===== src/rtl/pc_source_sel_pkg.sv =====
// Shared fetch-pipeline constants: PC geometry, reset vector and PC source indices.
package pc_source_sel_pkg;
  localparam int          NBITS      = 32;
  localparam int          PC_STEP    = 4;
  localparam logic [31:0] RESET_PC   = 32'h0000_0000;
  localparam int          SRC_SEQ    = 0;
  localparam int          SRC_BRANCH = 1;
  localparam int          SRC_JUMP   = 2;
  localparam int          SRC_JR     = 3;
endpackage


===== src/rtl/prio_mux_n.sv =====
// Combinational priority mux: the highest-index asserted request wins and its target slice is forwarded.
module prio_mux_n #(
  parameter int NBITS = 32,
  parameter int N_SRC = 4
) (
  input  logic [N_SRC-2:0]       req,
  input  logic [N_SRC*NBITS-1:0] targets,
  output logic                   valid,
  output logic [$clog2(N_SRC)-1:0] idx,
  output logic [NBITS-1:0]       target
);
  localparam int SW = $clog2(N_SRC);

  // Source 0 is the sequential path and never requests, so its slot is forced low.
  logic [N_SRC-1:0] req_full;
  assign req_full = {req, 1'b0};

  always_comb begin
    valid  = 1'b0;
    idx    = '0;
    target = '0;
    for (int k = 0; k < N_SRC; k++) begin
      if (req_full[k]) begin
        valid  = 1'b1;
        idx    = SW'(k);
        target = targets[k*NBITS +: NBITS];
      end
    end
  end
endmodule


===== src/rtl/pc_source_sel.sv =====
// Registered PC source selector with stall hold and a one-entry redirect buffer.
// Optional target alignment filter: define PC_SRC_ALIGN_CHECK_EN.
module pc_source_sel
  import pc_source_sel_pkg::*;
#(
  parameter int               NBITS    = pc_source_sel_pkg::NBITS,
  parameter int               N_SRC    = 4,
  parameter int               PC_STEP  = pc_source_sel_pkg::PC_STEP,
  parameter logic [NBITS-1:0] RESET_PC = pc_source_sel_pkg::RESET_PC
) (
  input  logic                     i_clk,
  input  logic                     i_reset,
  input  logic                     i_stall,
  input  logic [N_SRC-2:0]         i_req,
  input  logic [N_SRC*NBITS-1:0]   i_target,
  output logic [NBITS-1:0]         o_pc,
  output logic [$clog2(N_SRC)-1:0] o_src,
  output logic                     o_pending,
  output logic                     o_misaligned
);
  localparam int SW = $clog2(N_SRC);

  logic [N_SRC-2:0] req_ok;
  logic             live_valid;
  logic [SW-1:0]    live_idx;
  logic [NBITS-1:0] live_tgt;

  logic             pend_valid_reg, pend_valid_next;
  logic [SW-1:0]    pend_idx_reg, pend_idx_next;
  logic [NBITS-1:0] pend_tgt_reg, pend_tgt_next;
  logic [NBITS-1:0] pc_next;
  logic [SW-1:0]    src_next;
  logic             take_live;

`ifdef PC_SRC_ALIGN_CHECK_EN
  localparam logic [NBITS-1:0] ALIGN_MASK = NBITS'(PC_STEP - 1);
`endif

  for (genvar gi = 1; gi < N_SRC; gi++) begin : g_align
`ifdef PC_SRC_ALIGN_CHECK_EN
    assign req_ok[gi-1] = i_req[gi-1] && ((i_target[gi*NBITS +: NBITS] & ALIGN_MASK) == '0);
`else
    assign req_ok[gi-1] = i_req[gi-1];
`endif
  end

  prio_mux_n #(.NBITS(NBITS), .N_SRC(N_SRC)) u_live_mux (
    .req     (req_ok),
    .targets (i_target),
    .valid   (live_valid),
    .idx     (live_idx),
    .target  (live_tgt)
  );

  // Equal index favours the live request: it is the newer of the two.
  assign take_live = live_valid && (!pend_valid_reg || (live_idx >= pend_idx_reg));

  always_comb begin
    pc_next         = o_pc;
    src_next        = o_src;
    pend_valid_next = pend_valid_reg;
    pend_idx_next   = pend_idx_reg;
    pend_tgt_next   = pend_tgt_reg;
    if (i_stall) begin
      if (take_live) begin
        pend_valid_next = 1'b1;
        pend_idx_next   = live_idx;
        pend_tgt_next   = live_tgt;
      end
    end else begin
      pend_valid_next = 1'b0;
      pend_idx_next   = '0;
      pend_tgt_next   = '0;
      if (take_live) begin
        pc_next  = live_tgt;
        src_next = live_idx;
      end else if (pend_valid_reg) begin
        pc_next  = pend_tgt_reg;
        src_next = pend_idx_reg;
      end else begin
        pc_next  = o_pc + NBITS'(PC_STEP);
        src_next = SW'(SRC_SEQ);
      end
    end
  end

  always_ff @(posedge i_clk or posedge i_reset) begin
    if (i_reset) begin
      o_pc           <= RESET_PC;
      o_src          <= SW'(SRC_SEQ);
      pend_valid_reg <= 1'b0;
      pend_idx_reg   <= '0;
      pend_tgt_reg   <= '0;
    end else begin
      o_pc           <= pc_next;
      o_src          <= src_next;
      pend_valid_reg <= pend_valid_next;
      pend_idx_reg   <= pend_idx_next;
      pend_tgt_reg   <= pend_tgt_next;
    end
  end

  assign o_pending = pend_valid_reg;

`ifdef PC_SRC_ALIGN_CHECK_EN
  logic misaligned_reg;
  always_ff @(posedge i_clk or posedge i_reset) begin
    if (i_reset) misaligned_reg <= 1'b0;
    else         misaligned_reg <= |(i_req & ~req_ok);
  end
  assign o_misaligned = misaligned_reg;
`else
  assign o_misaligned = 1'b0;
`endif
endmodule


===== config.mk =====
export PLATFORM = sky130hd
export DESIGN_NAME = pc_source_sel
export DESIGN_NICKNAME = d
export VERILOG_FILES = /design/src/rtl/pc_source_sel_pkg.sv /design/src/rtl/prio_mux_n.sv /design/src/rtl/pc_source_sel.sv
export SDC_FILE = /design/constraint.sdc
export NUM_CORES = 1
export LEC_CHECK = 0
export CAP_MARGIN = 20
export CORE_MARGIN = 4
export CORE_UTILIZATION = 48
export CTS_BUF_LIST = sky130_fd_sc_hd__clkbuf_8 sky130_fd_sc_hd__clkbuf_16
export DETAILED_ROUTE_END_ITERATION = 7
export GPL_TIMING_DRIVEN = 0
export PLACE_DENSITY = 0.95
export SLEW_MARGIN = 20
export SYNTH_ARGS = -nofsm -noshare
export SYNTH_HDL_FRONTEND = slang
export SYNTH_SLANG_ARGS = --single-unit

===== constraint.sdc =====
create_clock -name i_clk -period 4.2 [get_ports i_clk]
set_clock_uncertainty 0.05 [all_clocks]
set_input_delay 0.84 -clock i_clk [delete_from_list [all_inputs] [get_ports i_clk]]
set_output_delay 0.84 -clock i_clk [all_outputs]
set_load 0.01 [all_outputs]

==> parameters.txt <==
Parameter                              Value

Clocking
  Clock tree from TritonCTS    built
  Clk Tree Root Cell    sky130_fd_sc_hd__clkbuf_8
  Clk buf depth    2
  Hold Buf Count CTS    0
  Number of buffers added by the clock tree synthesis step    9
  Level count of the clock H-tree    3
  Number of clock sinks seen by CTS    69
  Latest clock arrival within the worst-skew pair    0.36 ns
  Clock Pin Slew Worst Setup and Hold Paths    0.08 ns

GRT
  GRT Overall Usage    33.19%
  Total congestion overflow    0
  Via count of the first global-routing pass    4936
  Number of antenna violations at the first check in global routing    0
  Largest net degree at the start of global routing    59
  Wire length of the first global-routing pass    26.52 mm

Place
  Routability Congestion    0.9409
  Placed cell count    746
  HPWL after detailed placement    12.59 mm
  Buffers on Ports    134
  Placement-stage cell area    5831 sq um

Timing
  Finish-stage setup viols    0
  Final Hold Fails    0
  Final-report max-slew violation count    0
  Headroom to the max-slew limit    34.25%
  Worst slew pin tran    0.9772 ns
  RSZ-0062 raised after global routing    false
  Hold Worst Slack    0.4514 ns
  Min cycle time layout    4.077 ns
  Setup tns final    0 ns
  Maximum clock frequency    245.3 MHz
  Crit share post-route    97.07%

Detailed routing
  DRC violation count after routing    0
  Number of vias in the routed layout    5039
  Violation count after the first detailed-routing iteration    702
  Remaining antenna violation count after routing    0
  Average routed wire per standard cell    23.17 um
  Detail-routed via count per cell    6.630
  TritonRoute pass-1 iters    7
  Total Routed Length    17.61 mm

Logic synthesis
  Number of enable flip-flop cells after synthesis    0
  Post-synth top area cell    sky130_fd_sc_hd__dfrtp_1
  Multiplexer share of the synthesized area    0.7523%
  Post-Syn Instances    503
  Main area contributors after synthesis    sky130_fd_sc_hd__dfrtp_1 (40%), sky130_fd_sc_hd__a21oi_1 (6.4%), sky130_fd_sc_hd__a221o_1 (5.3%)
  Number of distinct library cells after synthesis    61
  Number of nets in the synthesized netlist    640
  Main combinational cell family by area after synthesis    compound AO/OA/AOI/OAI gates
  Synthesized-area fraction occupied by ao, oa, aoi and oai cells    31.63%
  Most used flip-flop cell after synthesis    sky130_fd_sc_hd__dfrtp_1
  Adder-Cell Fraction of Synth Area    0.8681%
  Count of warnings emitted by yosys    0
  Post-Syn Area    4324 sq um
  Register bit total from synthesis    69
  Fraction of synthesized cell area in xor and xnor cells    1.823%
  Post-synthesis share of cell area spent on and, or, nand and nor gates    17.97%
  Sequential cell area fraction in the yosys report    39.93%
  Synth top area share    39.93%
  Async SR Flop Fraction    100.0%
  Avg Inst Size Synth    8.597 sq um

Power and ir drop
  Pleak    0.002362 uW
  Peak ir drop on the vdd network    0.1544 mV
  Power density cells    345.0 nW/um^2

Finish
  Multi-input gate area in the final layout    2310 sq um
  Final std cells w/o fill    760
  Final Util    69.03%
  Area taken by flip-flops and latches    1727 sq um
  Final Net Count    784
  Commonest cells after routing, fill and taps aside    sky130_fd_sc_hd__clkdlybuf4s50_1 (134), sky130_fd_sc_hd__dfrtp_1 (69), sky130_fd_sc_hd__a21oi_1 (55), sky130_fd_sc_hd__nor2_1 (54), sky130_fd_sc_hd__nand2_1 (52)
  Share of layout cells above drive strength 1    8.129%
  Fill cell instance count of the final layout    675
  Antenna Cells    0
  Most common library cell in the layout ignoring fill and taps    sky130_fd_sc_hd__clkdlybuf4s50_1
  Area added between synthesis and finish    39.90%
  Final design instance area without fill    6050 sq um

Setup path
  Critical Path Source Type    primary input
  Worst-path cell chain    clkdlybuf4s50_1, nor2b_1, clkbuf_2, clkbuf_8, nor2_1, ha_1, nand2b_1, a211oi_4, or2_2, buf_4, buf_2, nand2_1, a221o_1, a2bb2oi_1
  Endpoint type of the worst setup path    flop
  Worst-path fanout max    19
  CP max stage delay    0.61 ns
  Cell type of the slowest stage on the worst timing path    sky130_fd_sc_hd__clkdlybuf4s50_1
  Arrival time of data at the critical path endpoint    4.31 ns
  Required time reported for the critical path endpoint    4.43 ns
  Worst setup path class    primary input to flop

Flow run
  Max-cap viol count    0

Die
  X dimension of the die    102.9 um
  Die area    10590 sq um
  Die Ht    102.9 um
  Placeable core region    8763 sq um
  Effective utilization at floorplan    49.34%
  Number of rows in the core area    34
  Num ports    170

Run status
  Result of the run    finished clean

Min path
  Kind of path behind the tightest hold check    flop to flop
logic make-up after synthesis:
logic type	count (synthesis)
compound gates	191
xor+xnor	9
fa+ha+maj	3
buf+inv	59
flops	69
mux	3
other cells	1
simple gates	168
final cells by class:
type	count	share of cell area [%]
Buffer	44	4.302
Multi-Input combinational cell	375	38.18
Timing Repair Buffer	135	22.63
Inverter	13	0.8480
Clock inverter	7	1.220
Tap cell	108	2.234
Sequential cell	69	28.54
Clock buffer	9	2.048
synthesized netlist by cell type, drive strengths merged (3+ instances only):
master and instances:
o31a 3, or2 3, clkbuf 32, dfrtp 69
ha 3, nand2 52, a211oi 6, nand3 14
a31oi 9, o211ai 28, o31ai 3, xor2 4
a22oi 4, o21a 5, nor4 6, o21ai 16
inv 13, nand4 6, nor3 17, buf 14
xnor2 5, a2bb2oi 3, a21oi 55, a221oi 10
and3 5, nor2 54, a221o 25, o32a 3
routing by layer:
metal	share of wire [%]	up-vias	GRT usage [%]
met3	14	81	10.08
met5	0	-	0
met4	4.4	0	16.43
met2	47	395	53.08
li1	-	2187	-
met1	35	2376	40.76
metrics by stage:
step                worst slack, ns  total power, uW
global route               0.001751             2169
floorplan                    0.2592             1166
finish                       0.1230             2087
global placement             -1.321             1492
CTS                         0.06333             2068
detailed placement           -1.434             1517
worst max-delay path: cells and delay by family:
kind / cells / cell delay, ns
AOI/OAI and AO/OA: 3 / 0.87
buffers and inverters: 5 / 1.55
adders and majority gates: 1 / 0.29
and+or+nand+nor: 5 / 0.73
where the power goes:
part	total, uW	leakage, uW	switching, uW	internal (uW)
combinational	673	0.00140	336	337
clock	560	0.0000996	284	276
sequential	854	0.000861	104	750
final timing paths:
check / startpoint / end / slack, ns / cells past startpoint
max: i_req[0] / o_pc[8] / 0.12 / 14
min: o_src[0] / o_src[0] / 0.45 / 2
max reg2reg: o_pc[2] / o_pc[20] / 1.51 / 7
min in group asynchronous: i_reset / o_pc[21] / 0.70 / 2
max in group asynchronous: i_reset / pend_idx_reg[0] / 2.85 / 3
min reg2reg: o_src[0] / o_src[0] / 0.45 / 2
repair_timing:
item,in CTS,in global routing
resized for setup,6,5
setup endpoints to repair,68,43
cloned,0,0
setup buffers,0,0
Power figures use the tool's default switching activity.
